`config.mk`:
```
export PLATFORM = sky130hd
export DESIGN_NAME = period_meter
export DESIGN_NICKNAME = d
export VERILOG_FILES = /design/src/rtl/period_meter_pkg.sv /design/src/rtl/sync_edge.sv /design/src/rtl/period_meter.sv
export SDC_FILE = /design/constraint.sdc
export NUM_CORES = 1
export LEC_CHECK = 0
export ABC_AREA = 1
export BUFFER_PORTS_ARGS = -buffer_cell sky130_fd_sc_hd__buf_2
export CAP_MARGIN = 20
export CORE_MARGIN = 4
export CORE_UTILIZATION = 62
export CTS_BUF_LIST = sky130_fd_sc_hd__clkbuf_16
export DETAILED_ROUTE_END_ITERATION = 8
export PLACE_DENSITY = 0.94
export SLEW_MARGIN = 0
export SYNTH_ARGS = -nofsm -noshare
export SYNTH_HDL_FRONTEND = slang
export SYNTH_HIERARCHICAL = 1
export SYNTH_SLANG_ARGS = --single-unit
```
`constraint.sdc`:
```
create_clock -name clk -period 3.59 [get_ports clk]
set_input_delay 0.718 -clock clk [delete_from_list [all_inputs] [get_ports clk]]
set_output_delay 0.718 -clock clk [all_outputs]
set_load 0.005 [all_outputs]
```
`src/rtl/period_meter_pkg.sv`:
```
// Shared definitions for the period meter: FSM state encoding and default timeout.
package period_meter_pkg;

  localparam int unsigned DEFAULT_TIMEOUT = 100_000_000;

  typedef enum logic {
    WAIT_FIRST = 1'b0,
    MEASURE    = 1'b1
  } state_t;

endpackage

```
`src/rtl/sync_edge.sv`:
```
// Two-flop synchronizer followed by an edge register that emits one-cycle
// rise/fall strobes; usable for any asynchronous level input such as a button.
module sync_edge (
  input  logic clk,
  input  logic reset,
  input  logic d,
  output logic rise,
  output logic fall
);

  logic r_sync1;
  logic r_sync2;
  logic r_prev;
  logic r_rise;
  logic r_fall;

  // Strobes are registered so the edge stage adds one fixed cycle of latency.
  always_ff @(posedge clk) begin
    if (reset) begin
      r_sync1 <= 1'b0;
      r_sync2 <= 1'b0;
      r_prev  <= 1'b0;
      r_rise  <= 1'b0;
      r_fall  <= 1'b0;
    end else begin
      r_sync1 <= d;
      r_sync2 <= r_sync1;
      r_prev  <= r_sync2;
      r_rise  <= r_sync2 & ~r_prev;
      r_fall  <= ~r_sync2 & r_prev;
    end
  end

  assign rise = r_rise;
  assign fall = r_fall;

endmodule

```
`src/rtl/period_meter.sv`:
```
// Measures rising-to-rising period and high time of an asynchronous input in
// clk cycles, with a timeout when no rising edge arrives within TIMEOUT cycles.
module period_meter
  import period_meter_pkg::*;
#(
  parameter  int unsigned TIMEOUT = DEFAULT_TIMEOUT,
  localparam int          WIDTH   = $clog2(TIMEOUT + 1)
) (
  input  logic             clk,
  input  logic             reset,
  input  logic             sig_in,
  output logic [WIDTH-1:0] period_out,
  output logic [WIDTH-1:0] high_out,
  output logic             valid,
  output logic             timeout,
  output logic             locked
);

  localparam logic [WIDTH-1:0] LIMIT = WIDTH'(TIMEOUT - 1);
  localparam logic [WIDTH-1:0] ONE   = WIDTH'(1);

  logic             w_rise;
  logic             w_fall;
  logic [WIDTH-1:0] w_cntPlusOne;
  logic             w_atLimit;

  state_t           r_state;
  logic [WIDTH-1:0] r_cnt;
  logic [WIDTH-1:0] r_highLat;
  logic             r_fellSeen;
  logic [WIDTH-1:0] r_period;
  logic [WIDTH-1:0] r_high;
  logic             r_valid;
  logic             r_timeout;
  logic             r_locked;

  sync_edge u_syncEdge (
    .clk   (clk),
    .reset (reset),
    .d     (sig_in),
    .rise  (w_rise),
    .fall  (w_fall)
  );

  // cnt never exceeds TIMEOUT-1, so cnt+1 always fits in WIDTH bits.
  assign w_cntPlusOne = r_cnt + ONE;
  assign w_atLimit    = (r_cnt == LIMIT);

  // r_fellSeen distinguishes "no fall this period" from a latched high time,
  // so a signal that stayed high reports high_out equal to period_out.
  always_ff @(posedge clk) begin
    if (reset) begin
      r_state    <= WAIT_FIRST;
      r_cnt      <= '0;
      r_highLat  <= '0;
      r_fellSeen <= 1'b0;
      r_period   <= '0;
      r_high     <= '0;
      r_valid    <= 1'b0;
      r_timeout  <= 1'b0;
      r_locked   <= 1'b0;
    end else begin
      r_valid <= 1'b0;
      case (r_state)
        WAIT_FIRST: begin
          r_cnt <= '0;
          if (w_rise) begin
            r_state    <= MEASURE;
            r_timeout  <= 1'b0;
            r_fellSeen <= 1'b0;
          end
        end
        MEASURE: begin
          if (w_rise) begin
            r_period   <= w_cntPlusOne;
            r_high     <= r_fellSeen ? r_highLat : w_cntPlusOne;
            r_valid    <= 1'b1;
            r_locked   <= 1'b1;
            r_cnt      <= '0;
            r_fellSeen <= 1'b0;
          end else if (w_atLimit) begin
            r_timeout <= 1'b1;
            r_locked  <= 1'b0;
            r_state   <= WAIT_FIRST;
            r_cnt     <= '0;
          end else begin
            r_cnt <= w_cntPlusOne;
            if (w_fall) begin
              r_highLat  <= w_cntPlusOne;
              r_fellSeen <= 1'b1;
            end
          end
        end
      endcase
    end
  end

  assign period_out = r_period;
  assign high_out   = r_high;
  assign valid      = r_valid;
  assign timeout    = r_timeout;
  assign locked     = r_locked;

endmodule
```
Yosys cells after proc, flatten, opt, wreduce, memory -nomap -nowiden. Cells that the tools add are included. W data, S select, Z words.

Bits in registers: 118. Input bits: 3. Output and inout port bits: 57. Logic and storage cells: 53.

Add/sub/neg operators: 1. Eq/ne operators: 6. Mux-type cells: 18. Bitwise logic cells: 7. Reduce and logical (&&, ||, !) cells: 7.

Operators with widths (count): $mux W27 (3); $pmux W27 S2 (1); $add A27 B1 Y27 const B (1); $eq A27 B27 Y1 const B (1); $mux W1 (11); $pmux W1 S2 (3); $reduce_and A3 Y1 (2); $not A1 Y1 (5); $ne A2 B2 Y1 const B (2); $reduce_and A2 Y1 (2); $reduce_and A4 Y1 (1); $ne A3 B1 Y1 const B (1); $ne A3 B2 Y1 const B (1); $and A1 B1 Y1 (2); $ne A2 B1 Y1 const B (1); $reduce_bool A2 Y1 (1); $reduce_or A2 Y1 (1).

Logic depth before layout (Yosys ltp). Gate-level depths: netlist of run 1.

Word-level depth: 4. Depth in mapped cells: 11. Depth with buffers taken out: 11.

Hierarchy. The synthesis of run 1 kept the hierarchy.

By module, submodules not included: period_meter (times used 1, cells each 724, area each 5073.6 sq um, sequential area each 2262.2 sq um); sync_edge (times used 1, cells each 15, area each 140.1 sq um, sequential area each 100.1 sq um).

Worst setup path before layout of run 1. Ideal clock, no wire load.

Path kind: reg-to-reg. From: register r_cnt[0]. To: register r_highLat[2]. Library setup time: 0.113 ns. Arrival: 1.479 ns. Data required time: 3.477 ns. Setup slack: 1.999 ns. Stages on the path, launching flop included: 12. Buffers on the path: 1. Period minus slack after synthesis: 1.591 ns. Cell sequence: dfxtp_1 > ha_1 > nand2_1 > nor2_4 > nand2_4 > nor2_4 > nand3_4 > nand2_4 > buf_6 > nand2_1 > nand2_1 > nor2_1.

Longest elaborated chain between the ends: 3. Elaborated cells between the ends (all ways): 4. Those cells by class: add/sub: 1; eq/ne: 1; bitwise: 1; reduce/logical: 1.

RTL lines: start, declared (line period_meter.sv:28) `logic [WIDTH-1:0] r_cnt;`; start signal, assigned (line period_meter.sv:87) `r_cnt <= w_cntPlusOne;`; parallel branches: the longest is 3 deep, another holds $add A27 B1 Y27; end signal, assigned (line period_meter.sv:89) `r_highLat <= w_cntPlusOne;`; end, declared (line period_meter.sv:29) `logic [WIDTH-1:0] r_highLat;`.

Parallel ways; which one is timed is not known. A chain may end at the register's enable or synchronous reset.

Worst setup path in the final report of run 1.
From: register r_cnt[0]. To: register r_highLat[26].

Same word-level chain as after synthesis.

==> results.tsv, run 1 <==
stage	metric	value	unit
outcome	status	completed	
critical_path	critPathArrivalTime	2500	ps
cts	hold_buffers	0	
synth	synth_top_area_share	45.31	%
finish	final_net_count	791	
finish	drive_gt1_share	15.13	%
timing	worst_slack	1391	ps
floorplanning	io-pin-count	60	
synth	async_flop_share	0	%
cts	clockBufferDepth	2	
cts	cts.sinks	118	
timing	final-setup-viol-count	0	
route	wl_per_cell	14.80	um
synth	postSynthCellCount	739	
placed_design	dp.cells	872	
synth	ys_seq_area_share	45.31	%
global_route	grt_busiest_layer	met2	
timing	min_period	2199	ps
route	dr.pass1.iters	5	
route	drc_errors	0	
synth	synth_commonest_cells	nand2_1 (155), nor2_1 (137), dfxtp_1 (118), inv_1 (91), a21oi_1 (66)	
cts	numCtsBuffers	17	
critical_path	r2r_setup_slack	1390	ps
power	powerDensity	489.9	nW/um^2
global_route	grt_max_degree	69	
cts	cts-root-buf	clkbuf_16	
run	max_cap_violations	0	
critical_path	start_kind	flop	
global_route	met3_usage	6.241	%
synth	yosys-top-cells-area	dfxtp_1 (45%), nand2_1 (11%), nor2_1 (9.9%)	
floorplanning	core	8217	um^2
floorplanning	dieWidth	99.70	um
placed_design	gp_congestion	0.9565	
critical_path	required	3890	ps
timing	grt_setup_unrepaired	no	
worst_hold_path	min_from	u_syncEdge/r_prev	
critical_path	path_class	reg2reg	
cts	path_clk_slew	50	ps
finish	finalCoreUtilization	73.82	%
synth	synth_most_common_cell	nand2_1	
floorplanning	rows	33	
global_route	grt_overflow	0	
synth	post-synth-top-area-cell	dfxtp_1	
critical_path	r2r_end	r_highLat[26]	
route	drt_iter0_drc	333	
timing	period_share	61.27	%
global_route	grt_pass1_wl	22110	um
finish	final.fill_count	597	
critical_path	worst-path-max-fanout	42	
global_route	met1_usage	32.88	%
route	via_count	4905	
synth	syn_area_per_cell	7.055	um^2
timing	tightestPinTransition	905.6	ps
cts	postCtsSetupBuffers	0	
timing	finalHoldViolCount	0	
power	power_leakage	0.002907	uW
timing	drv_slew	0	
synth	yosys_most_used_dff	dfxtp_1	
cts	cts_htree_levels	4	
synth	syn_area	5214	um^2
critical_path	reg2reg_depth	10	
timing	tns	0	ps
critical_path	cp-startpoint	r_cnt[0]	
worst_hold_path	hp-class	reg2reg	
cts	post_cts_resized	0	
placed_design	place_hpwl	8688	um
critical_path	reg2reg_from	r_cnt[0]	
global_route	grt_use_met2	48.49	%
critical_path	endpoint	r_highLat[26]	
timing	clock_skew	7.604	ps
synth	syn-num-nets	743	
placed_design	post_dp_cell_area	5492	um^2
finish	area_growth	16.34	%
floorplanning	dieArea	9940	um^2
timing	max_freq	454.7	MHz
synth	synth-seq-cells	118	
placed_design	preCtsSetupSlack	1300	ps
synth	synth-edff-count	0	
global_route	grt_util_all_layers	27.87	%
route	routed_wl	13400	um
route	via_per_inst	5.420	
floorplanning	start_util	63.45	%
synth	yosys_warnings	6	
cts	clkLatencyLatePin	410	ps
power	peakVddDrop	0.0003735	V
finish	diodes	0	
timing	slew-limit-headroom	39.42	%
global_route	grt_pass1_vias	4804	
global_route	antenna_found_initial	0	
synth	synth.distinct_cells	31	
cts	cts_tree	done	
placed_design	portBuffers	59	
critical_path	endpoint_kind	flop	
floorplanning	die_h	99.70	um
route	ant_nets	0	
finish	instances_no_fill	905	
finish	design_area	6066	um^2
through the flow:
| stage | total power (uW) | hold slack [ps] |
|---|---|---|
| 2_1_floorplan | 1375 | 388.3 |
| 3_3_place_gp | 1383 | 393.6 |
| 3_5_place_dp | 1385 | 404.3 |
| 4_1_cts | 2968 | 412.6 |
| 5_1_grt | 3050 | 433.8 |
| 6_report | 2971 | 416.2 |
cell usage in the layout, fill, tap and decap left out, drive strengths merged:
| master | synthesis | layout |
|---|---|---|
| xor2 | 11 | 11 |
| dfxtp | 118 | 118 |
| bufinv | 0 | 2 |
| clkbuf | 19 | 17 |
| nor2 | 150 | 150 |
| clkinvlp | 0 | 4 |
| and3 | 1 | 1 |
| clkinv | 0 | 6 |
| ha | 1 | 1 |
| nor3b | 6 | 6 |
| buf | 16 | 64 |
| or2 | 2 | 2 |
| nand4 | 5 | 5 |
| nand3 | 22 | 22 |
| o21ai | 50 | 50 |
| inv | 93 | 96 |
| xnor2 | 2 | 2 |
| nand3b | 6 | 6 |
| a21oi | 66 | 66 |
| o211ai | 8 | 8 |
| nor3 | 1 | 1 |
| nand2 | 162 | 162 |
registers in the layout, indices dropped and copies added, names as in the netlist, 27 cells and up:
signal      flops
high_out       27
period_out     27
r_cnt          27
r_highLat      27
how the worst min path moves through the flow:
stage | endpoint | slack (ps) | cells past startpoint
final | u_syncEdge/rise | 420 | 1
after global placement | u_syncEdge/rise | 390 | 1
after detailed placement | u_syncEdge/rise | 400 | 1
after CTS | u_syncEdge/rise | 410 | 1
after global routing | u_syncEdge/rise | 430 | 1
after floorplan | u_syncEdge/r_sync2 | 390 | 2
logic make-up (layout without fill, tap and decap cells):
kind of cell               Yosys count  after routing  synth area share (%)
DFF                                118            118                 45.31
xor gates and xnor gates            13             13                 2.616
adders and majority gates            1              1                0.2399
AOI/OAI and AO/OA                  124            124                 12.29
buffers and inverters              128            189                 10.13
and+or+nand+nor                    355            355                 29.42
worst max-delay path: stages, from the launching register on:
cell and delay, ps:
dfxtp_1 450, ha_1 270, nand2_1 110, nor2_4 130
nand2_4 110, nor2_4 130, nand3_4 180, nand2_4 420
nand2_1 130, nand2_1 80, nor2_1 50
where the power goes:
part | internal (uW) | leakage, uW | switching [uW]
Clock | 1010 | 0.000269 | 603
Sequential | 1320 | 0.000951 | 3.78
Combinational | 9.64 | 0.00169 | 29.6
per-layer routing:
| layer | share of wire, % | vias to the layer above |
|---|---|---|
| met5 | 0 | - |
| met2 | 50 | 231 |
| met4 | 2.1 | 0 |
| li1 | - | 2396 |
| met3 | 7.3 | 34 |
| met1 | 40 | 2244 |
final cells by class:
cell class	count	area, um^2	area share, %
flip-flops and latches	118	2362	38.94
multi-input cells	493	2323	38.30
clock buffers	17	425.4	7.013
inverters	93	349.1	5.755
repair buffers	64	336.6	5.549
clock inverters	15	137.6	2.269
well taps	105	131.4	2.166
Note: power is estimated with default switching activity, not from simulation.
==> run 2: changes to the inputs <==
Settings changed: ABC_AREA 1 to 0, CORE_UTILIZATION 62 to 57, PLACE_DENSITY 0.94 to 0.89.
Clock period 3.59 ns to 2.1 ns, I/O delays scaled along.
==> run 2 against run 1 <==
Effect of this change:
- combinational power grew 65%
- clock skew up 0.74 ps
- critical path depth is 4 lower
- sequential power increased by 70%
- register-to-register slack worse by 1300 ps
- critical path type unchanged
==> results.tsv, run 2 <==
stage	metric	value	unit
cts	cts-root-buf	clkbuf_16	
route	wl_met1	5046	um
global_route	grt_util_all_layers	25.40	%
placed_design	dp.cells	659	
cts	cts_tree	done	
critical_path	endpoint_kind	flop	
timing	min_period	2024	ps
finish	diodes	0	
finish	final_common_cell	dfxtp_1	
critical_path	r2r_setup_slack	80	ps
route	wl_met3	786	um
critical_path	critPathArrivalTime	2310	ps
floorplanning	dieArea	9804	um^2
finish	area_growth	20.48	%
timing	finalHoldViolCount	0	
run	max_cap_violations	0	
route	routed_wl	11910	um
route	drt_iter0_drc	309	
outcome	status	completed	
synth	syn_area	4722	um^2
floorplanning	io-pin-count	60	
worst_hold_path	min_from	sig_in	
global_route	grt_overflow	0	
synth	syn_area_per_cell	9.063	um^2
worst_hold_path	whs_path_depth	2	
finish	instances_no_fill	691	
route	via_count	4181	
synth	synth-seq-cells	118	
timing	period_share	96.37	%
critical_path	r2r_end	period_out[24]	
timing	tightestPinTransition	686.9	ps
timing	drv_slew	0	
critical_path	reg2reg_depth	6	
critical_path	reg2reg_from	r_cnt[1]	
worst_hold_path	hp-class	in2reg	
critical_path	cp-startpoint	r_cnt[1]	
placed_design	preCtsSetupSlack	63.35	ps
synth	syn-num-nets	525	
cts	path_clk_slew	50	ps
placed_design	gp_congestion	0.9073	
timing	max_freq	494.1	MHz
global_route	antenna_found_initial	0	
timing	grt_setup_unrepaired	yes	
route	wl_per_cell	17.23	um
route	via_per_inst	6.051	
placed_design	place_hpwl	7651	um
cts	clkLatencyLatePin	410	ps
critical_path	worst-path-max-fanout	5	
route	ant_nets	0	
floorplanning	rows	32	
cts	cts_htree_levels	4	
synth	postSynthCellCount	521	
finish	final_cell_mix	dfxtp_1 (118), nor2_1 (91), buf_2 (59)	
floorplanning	start_util	59.87	%
finish	finalCoreUtilization	72.13	%
finish	drive_gt1_share	20.88	%
global_route	grt_pass1_wl	19880	um
route	drc_errors	0	
floorplanning	core	7888	um^2
worst_hold_path	min_to	u_syncEdge/r_sync1	
timing	clock_skew	8.343	ps
synth	ys_seq_area_share	50.03	%
synth	post-synth-top-area-cell	dfxtp_1	
synth	synth-edff-count	0	
cts	cts.sinks	118	
synth	yosys_most_used_dff	dfxtp_1	
power	power_leakage	0.002103	uW
timing	final-setup-viol-count	0	
finish	final_net_count	580	
synth	yosys-top-cells-area	dfxtp_1 (50%), a211oi_1 (7.9%), nor2_1 (7.2%)	
critical_path	required	2380	ps
critical_path	start_kind	flop	
power	peakVddDrop	0.0006041	V
critical_path	path_class	reg2reg	
floorplanning	die_h	99.02	um
floorplanning	dieWidth	99.02	um
placed_design	portBuffers	59	
synth	synth_most_common_cell	dfxtp_1	
synth	synth.distinct_cells	51	
cts	clockBufferDepth	2	
global_route	grt_pass1_vias	4036	
synth	synth_commonest_cells	dfxtp_1 (118), nor2_1 (91), a211oi_1 (50), nand2_1 (35), nand3_1 (31)	
cts	postCtsSetupBuffers	0	
route	dr.pass1.iters	5	
cts	numCtsBuffers	17	
synth	async_flop_share	0	%
timing	worst_slack	76.23	ps
synth	yosys_warnings	6	
power	powerDensity	858.0	nW/um^2
route	wl_met2	5788	um
route	top_layer	met4	
timing	slew-limit-headroom	54.16	%
synth	synth_top_area_share	50.03	%
global_route	grt_max_degree	46	
[run 2: cell types whose count changed after synthesis, moves of 6 or more]
cell,change
and3_1,+9
clkbuf_1,+9
a211oi_1,+50
nor2_1,-46
nand2_1,-120
and4_1,+6
a31oi_1,+13
inv_1,-85
nand3_1,+10
nor2_4,-6
o21ai_0,-41
nand2b_1,+7
a21oi_1,-53
[run 2: where the power goes]
part | switching (uW) | internal [uW] | total (uW)
logic | 45.4 | 19.3 | 64.7
clock network | 982 | 1580 | 2560
registers | 5.45 | 2250 | 2250
[run 2: worst max-delay path, cell delays in order (launching register included)]
cell	delay (ps)
dfxtp_1	370
ha_1	250
nand4_2	190
or3_4	450
o31a_1	320
nor2_2	210
a211oi_2	100
[run 2: cell type report]
cell class              count  area (um^2)
clock buffers              17        425.4
repair buffers             75        465.4
flip-flops and latches    118         2362
well taps                 102        127.6
inverters                   6        22.52
fillers                   551         2198
multi-input cells         358         2187
clock inverters            15        98.84
[run 2: per-layer routing]
metal,track usage (%),up-vias
li1,-,1969
met1,32.13,1976
met2,39.62,199
met3,7.219,37
met5,0,-
met4,12.71,0
[run 2: cells by family (layout without fill, tap and decap cells)]
kind of cell    Yosys count  in the layout  synth area share, %
simple gates            223            223                24.27
buf+inv                  45            113                4.107
compound gates          110            110                16.77
fa+ha+maj                 1              1               0.2649
flops                   118            118                50.03
mux                       4              4               0.8479
xor+xnor                 20             20                3.710
[run 2: worst max-delay path by stage]
stage / end / slack (ps) / cells after the start
global route: period_out[22] / -0.8 / 6
CTS: period_out[26] / 60 / 6
detailed placement: r_highLat[26] / 60 / 6
finish: period_out[24] / 80 / 6
global placement: period_out[22] / 220 / 6
floorplan: period_out[24] / 210 / 6
[run 2: what timing repair did]
| action | in CTS | in global routing |
|---|---|---|
| endpoints found under the setup margin | 0 | 18 |
| gates resized for setup | 0 | 5 |
| hold buffers | 0 | 0 |
[run 2: per-stage QoR]
stage | hold WS [ps] | cell area (um^2) | total power, uW | TNS [ps]
CTS | 208.3 | 5669 | 4902 | 0
global placement | 393.1 | 5145 | 2362 | 0
detailed placement | 412.0 | 5145 | 2365 | 0
floorplan | 387.2 | 4722 | 2343 | 0
finish | 217.5 | 5689 | 4882 | 0
global route | 245.3 | 5689 | 5028 | -0.8413
==> run 3: changes to the inputs <==
Settings changed: CELL_PAD_IN_SITES_DETAIL_PLACEMENT from default to 0, CELL_PAD_IN_SITES_GLOBAL_PLACEMENT from default to 1, CORE_UTILIZATION 57 to 44.
==> run 3 against run 2 <==
Effect of this change:
- power increased by 4.7%
- fmax increased by 3.0%
- sequential power about the same
- critical path type unchanged
- core utilization decreased by 16 points
- critical endpoint is now r_highLat[5]
- via count decreased by 5.8%
==> results.tsv, run 3 (synthesis gave the netlist of run 2 again) <==
stage	metric	value	unit
finish	diodes	0	
power	internal-power	4012	uW
floorplanning	die_h	111.6	um
route	via_per_inst	5.349	
global_route	grt_max_degree	35	
floorplanning	dieWidth	111.6	um
route	routed_wl	10970	um
power	swShare	21.46	%
global_route	antenna_found_initial	0	
critical_path	critPathArrivalTime	2280	ps
floorplanning	start_util	45.54	%
placed_design	preCtsSetupSlack	150.2	ps
finish	final.fill_count	959	
timing	min_period	1965	ps
cts	cts.sinks	118	
power	p_switching	1096	uW
cts	numCtsBuffers	17	
timing	drv_slew	0	
floorplanning	core	10370	um^2
finish	area_growth	23.85	%
power	power_leakage	0.002167	uW
timing	slew-limit-headroom	54.19	%
floorplanning	rows	37	
power	peakVddDrop	0.0005229	V
worst_hold_path	hp-class	in2reg	
cts	cts-root-buf	clkbuf_16	
cts	clkLatencyLatePin	410	ps
finish	final_cell_mix	dfxtp_1 (118), nor2_1 (91), buf_2 (59)	
placed_design	gp_congestion	0.9149	
finish	final_common_cell	dfxtp_1	
global_route	grt_overflow	0	
critical_path	worst-path-max-fanout	26	
timing	clock_skew	7.357	ps
placed_design	portBuffers	59	
critical_path	required	2420	ps
run	max_cap_violations	0	
global_route	grt_util_all_layers	18.34	%
power	pwr-share-comb	1.2	%
route	drt_iter0_drc	223	
cts	path_clk_slew	60	ps
route	dr.pass1.iters	5	
route	drc_errors	0	
route	wl_per_cell	14.91	um
cts	cts_htree_levels	4	
floorplanning	io-pin-count	60	
power	p_clk_share	54.7	%
power	pwr-share-seq	44.1	%
finish	final_net_count	591	
cts	hold_buffers	0	
timing	tightestPinTransition	686.4	ps
floorplanning	dieArea	12450	um^2
route	ant_nets	0	
critical_path	endpoint_kind	flop	
timing	period_share	93.56	%
placed_design	place_hpwl	7592	um
global_route	grt_pass1_wl	18370	um
cts	clockBufferDepth	2	
timing	final-setup-viol-count	0	
timing	max_freq	509.0	MHz
critical_path	path_class	reg2reg	
global_route	grt_pass1_vias	3706	
route	via_count	3937	
timing	hold-worst-slack	226.5	ps
outcome	status	completed	
cts	cts_tree	done	
timing	worst_slack	135.3	ps
critical_path	start_kind	flop	
timing	finalHoldViolCount	0	
power	powerDensity	873.6	nW/um^2
finish	drive_gt1_share	23.00	%
-- run 3: changes by cell type in the layout (fill, tap and decap cells not counted), moves of 2 or more --
cell / change
buf_4: +12
clkinv_4: +6
clkinv_1: -3
inv_1: -3
and4_1: +2
clkinv_2: -2
-- run 3: routing by layer --
| metal | up-vias | track usage, % | share of wire [%] |
|---|---|---|---|
| met1 | 1845 | 24.24 | 47 |
| met4 | 0 | 7.461 | 1.8 |
| met2 | 88 | 28.23 | 46 |
| li1 | 1988 | - | - |
| met3 | 16 | 5.380 | 5.7 |
| met5 | - | 0 | 0 |
-- run 3: what timing repair did --
| action | CTS | global route |
|---|---|---|
| endpoints found under the setup margin | 0 | 4 |
| gates resized for setup | 0 | 1 |
| buffers inserted | 0 | 2 |
-- run 3: critical path, stage by stage (launching register included) --
cell	delay, ps
dfxtp_1	330
ha_1	240
and4_1	240
and4_1	260
a21oi_4	310
buf_12	210
nor2_1	60
a211oi_1	220
-- run 3: worst paths after layout --
check / slack [ps] / startpoint / depth (start not counted) / end
worst max register to register: 140 / r_cnt[1] / 7 / r_highLat[5]
worst max-delay path: 140 / r_cnt[1] / 7 / r_highLat[5]
worst min-delay path: 230 / sig_in / 2 / u_syncEdge/r_sync1
worst min register to register: 410 / u_syncEdge/r_prev / 1 / u_syncEdge/rise
-- run 3: power by group through the flow --
stage	combinational [uW]	sequential [uW]	clock [uW]
2_1_floorplan	43.6	2300	0
3_3_place_gp	61.5	2300	0
3_5_place_dp	62.8	2300	0
4_1_cts	63.2	2250	2840
5_1_grt	69.7	2250	2940
6_report	62.9	2250	2790
-- run 3: layout make-up --
type                            count  area [um^2]  area share, %
Timing Repair Buffer               86        535.5          9.157
Clock inverter                     15        157.7          2.696
Sequential cell                   118         2362          40.39
Inverter                            6        22.52         0.3851
Multi-Input combinational cell    358         2175          37.18
Tap cell                          136        170.2          2.910
Clock buffer                       17        425.4          7.274
-- run 3: through the flow --
step                std cells  instance area (um^2)  setup TNS [ps]  total power [uW]  util, %
global placement          702                  5243               0              2362    50.56
finish                    736                  5848               0              5109    56.39
floorplan                 521                  4722               0              2343        -
detailed placement        702                  5243               0              2364    50.56
global route              736                  5848          -2.256              5261    56.39
CTS                       734                  5826               0              5158    56.18
